--- src/rtl/change_logger_pkg.sv ---
// ============================================================================
// change_logger_pkg : shared types and sizing helpers for the change logger
// Revision: 1.0
// ============================================================================
`default_nettype none

package change_logger_pkg;

  localparam int LOG_DATA_W = 4;
  localparam int LOG_TS_W   = 16;
  localparam int LOG_DEPTH  = 8;

  typedef struct packed {
    logic [LOG_DATA_W-1:0] data;
    logic [LOG_TS_W-1:0]   ts;
  } log_entry_t;

  // Binary pointer width: address bits plus one wrap bit.
  function automatic int ptr_w(input int depth);
    return $clog2(depth) + 1;
  endfunction

  localparam int LOG_PTR_W = ptr_w(LOG_DEPTH);

endpackage

`default_nettype wire

--- src/rtl/logger_fifo.sv ---
// ============================================================================
// logger_fifo : synchronous FIFO of log entries, head presented combinationally
// Revision: 1.0
// ============================================================================
`default_nettype none

module logger_fifo
  import change_logger_pkg::*;
#(
  parameter type ENTRY_T = log_entry_t,
  parameter int  DEPTH   = LOG_DEPTH,
  localparam int PTR_W   = ptr_w(DEPTH)
) (
  input  logic             clk,
  input  logic             rst,
  input  logic             push,
  input  logic             pop,
  input  ENTRY_T           din,
  output ENTRY_T           dout,
  output logic             full,
  output logic             empty,
  output logic [PTR_W-1:0] count
);

  localparam int AW = PTR_W - 1;

  ENTRY_T           r_mem [DEPTH];
  logic [PTR_W-1:0] r_wr_ptr;
  logic [PTR_W-1:0] r_rd_ptr;
  logic [PTR_W-1:0] w_count;
  logic             w_pop;
  logic             w_push;

  assign w_count = r_wr_ptr - r_rd_ptr;
  assign empty   = (w_count == '0);
  assign full    = (w_count == PTR_W'(DEPTH));
  assign count   = w_count;

  // A pop on the same edge frees a slot, so a push into a full FIFO still lands.
  assign w_pop  = pop && !empty;
  assign w_push = push && (!full || w_pop);

  always_ff @(posedge clk or negedge rst) begin
    if (!rst) begin
      r_wr_ptr <= '0;
      r_rd_ptr <= '0;
    end else begin
      if (w_push) r_wr_ptr <= r_wr_ptr + 1'b1;
      if (w_pop)  r_rd_ptr <= r_rd_ptr + 1'b1;
    end
  end

  always_ff @(posedge clk) begin
    if (w_push) r_mem[r_wr_ptr[AW-1:0]] <= din;
  end

  assign dout = empty ? '0 : r_mem[r_rd_ptr[AW-1:0]];

endmodule

`default_nettype wire

--- src/rtl/change_logger.sv ---
// ============================================================================
// change_logger : logs first value and every change of a sampled signal with a
// cycle timestamp. Optional input synchronizer: CHANGE_LOGGER_SYNC_EN.
// Revision: 1.0
// ============================================================================
`default_nettype none

module change_logger
  import change_logger_pkg::*;
#(
  parameter int DATA_W = LOG_DATA_W,
  parameter int TS_W   = LOG_TS_W,
  parameter int DEPTH  = LOG_DEPTH
) (
  input  logic                     clk,
  input  logic                     rst,
  input  logic                     en,
  input  logic [DATA_W-1:0]        sample_in,
  output logic                     rd_valid,
  input  logic                     rd_ready,
  output logic [DATA_W-1:0]        rd_data,
  output logic [TS_W-1:0]          rd_ts,
  output logic [$clog2(DEPTH):0]   count,
  output logic                     overflow,
  input  logic                     clr_ovf
);

  typedef struct packed {
    logic [DATA_W-1:0] data;
    logic [TS_W-1:0]   ts;
  } entry_t;

  logic [TS_W-1:0]   r_ts;
  logic [DATA_W-1:0] r_prev;
  logic              r_armed;
  logic              r_overflow;
  logic [DATA_W-1:0] w_sample;
  logic              w_event;
  logic              w_pop;
  logic              w_drop;
  logic              w_full;
  logic              w_empty;
  entry_t            w_din;
  entry_t            w_head;

`ifdef CHANGE_LOGGER_SYNC_EN
  logic [DATA_W-1:0] r_sync1;
  logic [DATA_W-1:0] r_sync2;

  always_ff @(posedge clk or negedge rst) begin
    if (!rst) begin
      r_sync1 <= '0;
      r_sync2 <= '0;
    end else begin
      r_sync1 <= sample_in;
      r_sync2 <= r_sync1;
    end
  end

  assign w_sample = r_sync2;
`else
  assign w_sample = sample_in;
`endif

  assign w_event    = en && (!r_armed || (w_sample != r_prev));
  assign w_pop      = rd_valid && rd_ready;
  assign w_drop     = w_event && w_full && !w_pop;
  assign w_din.data = w_sample;
  assign w_din.ts   = r_ts;

  always_ff @(posedge clk or negedge rst) begin
    if (!rst) begin
      r_ts       <= '0;
      r_prev     <= '0;
      r_armed    <= 1'b0;
      r_overflow <= 1'b0;
    end else begin
      if (en) r_ts <= r_ts + 1'b1;
      // Dropping re-enable arms forces the first enabled cycle to log.
      if (!en)          r_armed <= 1'b0;
      else if (w_event) r_armed <= 1'b1;
      if (w_event) r_prev <= w_sample;
      if (w_drop)       r_overflow <= 1'b1;
      else if (clr_ovf) r_overflow <= 1'b0;
    end
  end

  logger_fifo #(
    .ENTRY_T (entry_t),
    .DEPTH   (DEPTH)
  ) u_fifo (
    .clk   (clk),
    .rst   (rst),
    .push  (w_event),
    .pop   (w_pop),
    .din   (w_din),
    .dout  (w_head),
    .full  (w_full),
    .empty (w_empty),
    .count (count)
  );

  assign rd_valid = !w_empty;
  assign rd_data  = w_head.data;
  assign rd_ts    = w_head.ts;
  assign overflow = r_overflow;

endmodule

`default_nettype wire

--- config.mk ---
export PLATFORM = sky130hd
export DESIGN_NAME = change_logger
export DESIGN_NICKNAME = d
export VERILOG_FILES = /design/src/rtl/change_logger_pkg.sv /design/src/rtl/logger_fifo.sv /design/src/rtl/change_logger.sv
export SDC_FILE = /design/constraint.sdc
export NUM_CORES = 1
export LEC_CHECK = 0
export ABC_AREA = 1
export CAP_MARGIN = 5
export CORE_AREA = 5 5 128 130
export DETAILED_ROUTE_END_ITERATION = 8
export DIE_AREA = 0 0 133 135
export GPL_TIMING_DRIVEN = 0
export PLACE_DENSITY_LB_ADDON = 0.12
export SKIP_LAST_GASP = 1
export SYNTH_ARGS = -nofsm -noshare
export SYNTH_HDL_FRONTEND = slang
export SYNTH_HIERARCHICAL = 1
export SYNTH_SLANG_ARGS = --single-unit
--- constraint.sdc ---
create_clock -name clk -period 4.25 [get_ports clk]
set_input_delay 0.425 -clock clk [delete_from_list [all_inputs] [get_ports clk]]
set_output_delay 0.425 -clock clk [all_outputs]
set_load 0.05 [all_outputs]
# [Yosys cells after proc, flatten, opt, wreduce, memory -nomap -nowiden]
# Memory sizes are Yosys's and may differ from the RTL's.
# Index checks and enable logic that the tools add are counted.
[word_totals] regBits=30 latchBits=0 ramBits=160 mem_bits_ro=0 output_inout_bits=26 memories=1
[op_classes] addsub=4 multipliers=0 div_mod_pow=0 order_cmp=0 n_eq_ne=3 shift=0 mux=7 bitwise=0 n_reduce_logical=14
[mem_list] memory="u_fifo.r_mem" words=8 width=20 read_ports=1 rd_clocked_by_memory_dff=0 wr=1 line_no="logger_fifo.sv:27" source="ENTRY_T r_mem [DEPTH];"
[ops] cell="2-to-1 mux 20 bit" n=1
[ops] cell="adder 16 x 1 -> 16 bit (second input constant)" n=1
[ops] cell="adder 4 x 1 -> 4 bit (second input constant)" n=2
[ops] cell="logical AND 1 bit" n=6
[ops] cell="2-to-1 mux 1 bit" n=6
[ops] cell="equality test 4 bit (second input constant)" n=1
[ops] cell="zero test 1 bit" n=4
[ops] cell="zero test 4 bit" n=1
[ops] cell="inequality test 4 bit" n=1
[ops] cell="subtractor 4 bit" n=1
[ops] cell="logical OR 1 bit" n=2
[ops] cell="inequality test 2 x 1 -> 1 bit (second input constant)" n=1
[ops] cell="nonzero test 2 bit" n=1

# [Logic depth before layout (Yosys ltp)]
[depth] depth_word=9 mapped_depth=16 mapped_depth_nobuf=14

# [By module]
# The synthesis kept the hierarchy.
[modules_own_cells] mod="logger_fifo" n_inst=1 cells_each=584 area_each_um2=7028.0 seq_area_each_um2=5004.8
[modules_own_cells] mod="change_logger" n_inst=1 cells_each=137 area_each_um2=1149.9 seq_area_each_um2=550.5

# [Worst setup path before layout]
# Ideal clock, no wire load.
[synth_timing] path_kind="register -> register" startpoint="register u_fifo.r_rd_ptr[1]" endpoint="memory u_fifo/r_mem[4][0] (netlist name), enable pin" setup_time_ps=397 arrival_time_ps=3726 t_required_ps=3853 path_slack_ps=127 path_stages_with_launch=15 path_buffers=3 path_cell_list="dfrtp_1 buf_2 inv_1 buf_2 fa_1 xor2_1 nor2_2 nand3_2 inv_2 buf_6 nor2_1 inv_1 nand3_2 nand3_2 nor2_1"
[synth_between] elab_chain_cells=9 elab_cells_between_ends=11 cone_classes="add/sub (1); eq/ne (1); mux (2); reduce/logical (7)"
[synth_rtl] element="start, declared" line_no="logger_fifo.sv:29" source="logic [PTR_W-1:0] r_rd_ptr;"
[synth_rtl] element="start signal, assigned" line_no="logger_fifo.sv:49" source="if (w_pop) r_rd_ptr <= r_rd_ptr + 1'b1;"
[synth_rtl] element="subtractor 4 bit" line_no="logger_fifo.sv:34" source="assign w_count = r_wr_ptr - r_rd_ptr;"
[synth_rtl] element="via count[2]" line_no="change_logger.sv:23" source="output logic [$clog2(DEPTH):0] count,"
[synth_rtl] element="zero test 4 bit" line_no="logger_fifo.sv:35" source="assign empty = (w_count == '0);"
[synth_rtl] element="via w_empty" line_no="change_logger.sv:42" source="logic w_empty;"
[synth_rtl] element="zero test 1 bit" line_no="change_logger.sv:103" source="assign rd_valid = !w_empty;"
[synth_rtl] element="logical AND 1 bit" line_no="change_logger.sv:66" source="assign w_pop = rd_valid && rd_ready;"
[synth_rtl] element="via w_pop" line_no="change_logger.sv:39" source="logic w_pop;"
[synth_rtl] element="logical AND 1 bit" line_no="logger_fifo.sv:40" source="assign w_pop = pop && !empty;"
[synth_rtl] element="logical OR 1 bit" line_no="logger_fifo.sv:41" source="assign w_push = push && (!full || w_pop);"
[synth_rtl] element="logical AND 1 bit" line_no="logger_fifo.sv:41"
[synth_rtl] element="2-to-1 mux 1 bit" line_no="logger_fifo.sv:54" source="if (w_push) r_mem[r_wr_ptr[AW-1:0]] <= din;"
[synth_rtl] element="2-to-1 mux 1 bit (implied by the code)" line_no="logger_fifo.sv:54"
[synth_rtl] element="end, declared" line_no="logger_fifo.sv:27"
# The timed path passes the listed nets, and every way through them passes these cells.

# [Worst setup path in the final report]
[layout_timing] startpoint="register u_fifo.r_rd_ptr[1]" endpoint="output port rd_ts[7]"
[layout_between] elab_chain_cells=3 elab_cells_between_ends=4 cone_classes="add/sub (1); mux (1); reduce/logical (1); memory (1)"
[layout_rtl] element="subtractor 4 bit" line_no="logger_fifo.sv:34"
[layout_rtl] element="zero test 4 bit" line_no="logger_fifo.sv:35"
[layout_rtl] element="2-to-1 mux 20 bit *" line_no="logger_fifo.sv:57" source="assign dout = empty ? '0 : r_mem[r_rd_ptr[AW-1:0]];"
[layout_rtl] element="end, declared" line_no="change_logger.sv:22" source="output logic [TS_W-1:0] rd_ts,"
# Every way passes the cells marked *; elsewhere a longest branch is shown, timed or not.

==> summary.md <==
| Metric | Value |
|---|---|
| WL/cell | 19.8 um |
| Max Freq | 0.243 GHz |
| Setup Viol. Count Final | 0 |
| GRT overflow | 0 |
| YS warnings | 6 |
| CTS buffer count | 17 |
| # diodes | 0 |
| All-Layer GR Usage | 0.224 |
| Critical path destination | rd_ts[7] |
| Area after DPL | 8930 um2 |
| Routed WL | 19.5 mm |
| Reg-to-reg slack, setup | 0.42 ns |
| Chip height | 135 um |
| Initial DRT Pass Iterations | 5 |
| Clock Skews | 0.0100 ns |
| WP depth | 11 |
| Root Driver | clkbuf_16 |
| Row cnt | 45 |
| Area Growth Syn to Fin | 16.0% |
| Routed Antenna Nets | 0 |
| Least-Margin Pin Slew | 0.791 ns |
| Post-CTS Setup Repair Bufs | 0 |
| Worst Setup Path Type | reg2out |
| Remaining DRCs | 0 |
| CP dominant cell by count | buf_2 |
| Synthesized flop and latch total | 190 |
| H-tree depth | 4 |
| Hold Path Class | in2async |
| Critical Path Source | u_fifo/r_rd_ptr[1] |
| Post-synthesis simple-gate area fraction | 0.202 |
| Vias per cell | 5.67 |
| Slowest stage delay, CP | 0.71 ns |
| Post-synthesis cell type count | 32 |
| Port Buf Inserts | 34 |
| # nets final | 799 |
| Util after Layout | 0.631 |
| Critical Path Start Type | flip-flop |
| I/O pins | 35 |
| Initial antenna violation count | 0 |
| CTS tree | built |
| Relative slew slack | 0.471 |
| Worst path slowest cell | clkdlybuf4s50_1 |
| Fraction of layout cells with a size suffix above 1 | 0.136 |
| Initial Utilization | 0.544 |
| Largest net degree at the start of global routing | 19 |
| Storage cell area | 5560 um2 |
| First-pass GRT wire length | 30.1 mm |
| Most frequent cells in the layout | nand2_1, edfxtp_1, nand3_1 |
| Core area | 15,000 um2 |
| Gates resized, CTS repair | 0 |
| Hold_buf cts | 0 |
| Commonest non-fill, non-tap cell in the layout | nand2_1 |
| Clk slew on worst S/H paths | 0.07 ns |
| Critical Path AT | 3.68 ns |
| Fin crit period | 4.11 ns |
| Crit path max-delay family | buffers and inverters |
| RSZ-0062 raised after global routing | false |
| Clock buffer depth | 2 |
| Vias in the first global route | 5,455 |
| Vias post-DR | 5,581 |
| Syn avg cell area | 11.3 um2 |
| Full die area | 18,000 um2 |
| Die W | 133 um |
| Cells after Synth | 721 |
| TritonCTS Sinks | 190 |
| XOR/XNOR share of the synthesized area | 0.0182 |
| Post-synthesis compound-gate area fraction | 0.0416 |
| Critical path fanouts, max | 11 |
| Worst Path Buf+Inv | 6 |
| R2R Path Start | u_fifo/r_rd_ptr[2] |
| Synth Area in Adders | 0.0116 |
| MaxCap Viol Count | 0 |
| Routability Congestion | 0.875 |
| Final hold violation count | 0 |
| Hold_ws | 0.454 ns |
| Fin area | 9490 um2 |
| Final Cycle Share | 0.967 |
| Mux cell area share after synthesis | 0.00505 |
| Number of max-slew violations in the final report | 0 |
| CP endpoint kind | primary output |
| Final-layout fill cell count | 1,163 |
| Post-DP HPWL | 13.3 mm |
| Reg2reg end | u_fifo/r_mem[6][1] |
| Status | complete, no violations |
| Worst skew pair latency | 0.43 ns |
| DRT iter0 DRCs | 554 |
| Worst EP required | 3.83 ns |
| Main combinational cell family by area after synthesis | simple AND/OR/NAND/NOR gates |
| Crit path cell chain | buf_2 > inv_1 > buf_2 > fa_1 > or2_0 > nor2_2 > nand3_2 > inv_2 > buf_6 > nor3_2 > clkdlybuf4s50_1 |
| Sequential area share after synthesis | 0.679 |
| Synth Net Count | 737 |
| Footprint of the multi-input gates | 2300 um2 |
| Mapped Area | 8180 um2 |
| Register-to-Register Path Depth | 15 |
## worst min path at each step
stage | slack (ns) | start | endpoint | cells after the start
finish | 0.45 | rst | u_fifo/r_wr_ptr[0] | 1
global route | 0.50 | rst | u_fifo/r_wr_ptr[0] | 1
CTS | 0.47 | rst | u_fifo/r_wr_ptr[0] | 1
detailed placement | 0.47 | overflow | overflow | 2
global placement | 0.47 | overflow | overflow | 2
floorplan | 0.13 | rst | overflow | 0
## stage by stage
stage          worst slack, ns  std cells  TNS (ns)
2_1_floorplan            0.127        721         0
3_3_place_gp            -0.451        943    -47.67
3_5_place_dp             0.438        952         0
4_1_cts                  0.126        984         0
5_1_grt               0.000327        984         0
6_report                 0.142        984         0
## cells in the mapped netlist
master	count	area share
a21boi_0	1	0.00092
a21oi_1	39	0.024
buf_2	18	0.011
buf_4	4	0.0037
buf_6	2	0.0028
clkbuf_1	12	0.0055
dfrtp_1	30	0.092
edfxtp_1	160	0.59
fa_1	1	0.0024
ha_1	6	0.0092
inv_1	37	0.017
inv_2	4	0.0018
mux2_2	1	0.0014
mux2i_1	3	0.0037
nand2_1	181	0.083
nand2_2	6	0.0046
nand2_4	2	0.0028
nand3_1	74	0.045
nand3_2	3	0.0037
nand4_1	4	0.0031
nand4_2	1	0.0015
nor2_1	63	0.029
nor2_2	1	0.00077
nor2_4	3	0.0041
nor3_1	1	0.00061
nor3_2	19	0.023
o21ai_0	24	0.015
o21ai_1	1	0.00061
o22ai_1	2	0.0015
or2_0	1	0.00077
xnor2_1	6	0.0064
xor2_1	11	0.012
## metal layers
metal | vias to the layer above | track usage | part of all wire
met5 | - | 0 | 0
met4 | 0 | 0.0814 | 0.020
met3 | 30 | 0.0496 | 0.060
met2 | 209 | 0.364 | 0.49
met1 | 2750 | 0.300 | 0.43
li1 | 2592 | - | -
## cell type report
type	count	area share
clock inverter	11	0.00989
buffer	36	0.0198
timing repair buffer	43	0.0549
tap	188	0.0248
multi-input combinational	454	0.243
clock buffer	21	0.0464
sequential	190	0.586
inverter	41	0.0162
## cell families (layout without fill, tap and decap cells)
kind of cell,after synthesis,in the layout
DFF,190,190
adders and majority gates,7,7
and+or+nand+nor,359,359
AOI/OAI and AO/OA,67,67
buffers and inverters,77,152
xor gates and xnor gates,17,17
muxes,4,4
## sequential cells by signal (all words and copies together) (netlist names)
| name | count |
|---|---|
| r_ts | 16 |
| u_fifo/r_wr_ptr | 4 |
| r_prev | 4 |
| r_armed | 1 |
| u_fifo/r_rd_ptr | 4 |
| overflow | 1 |
| u_fifo/r_mem | 160 |
Power is left out: the tool's default activity adds up to more than one toggle a clock period on the data nets, which glitch-free logic cannot reach.
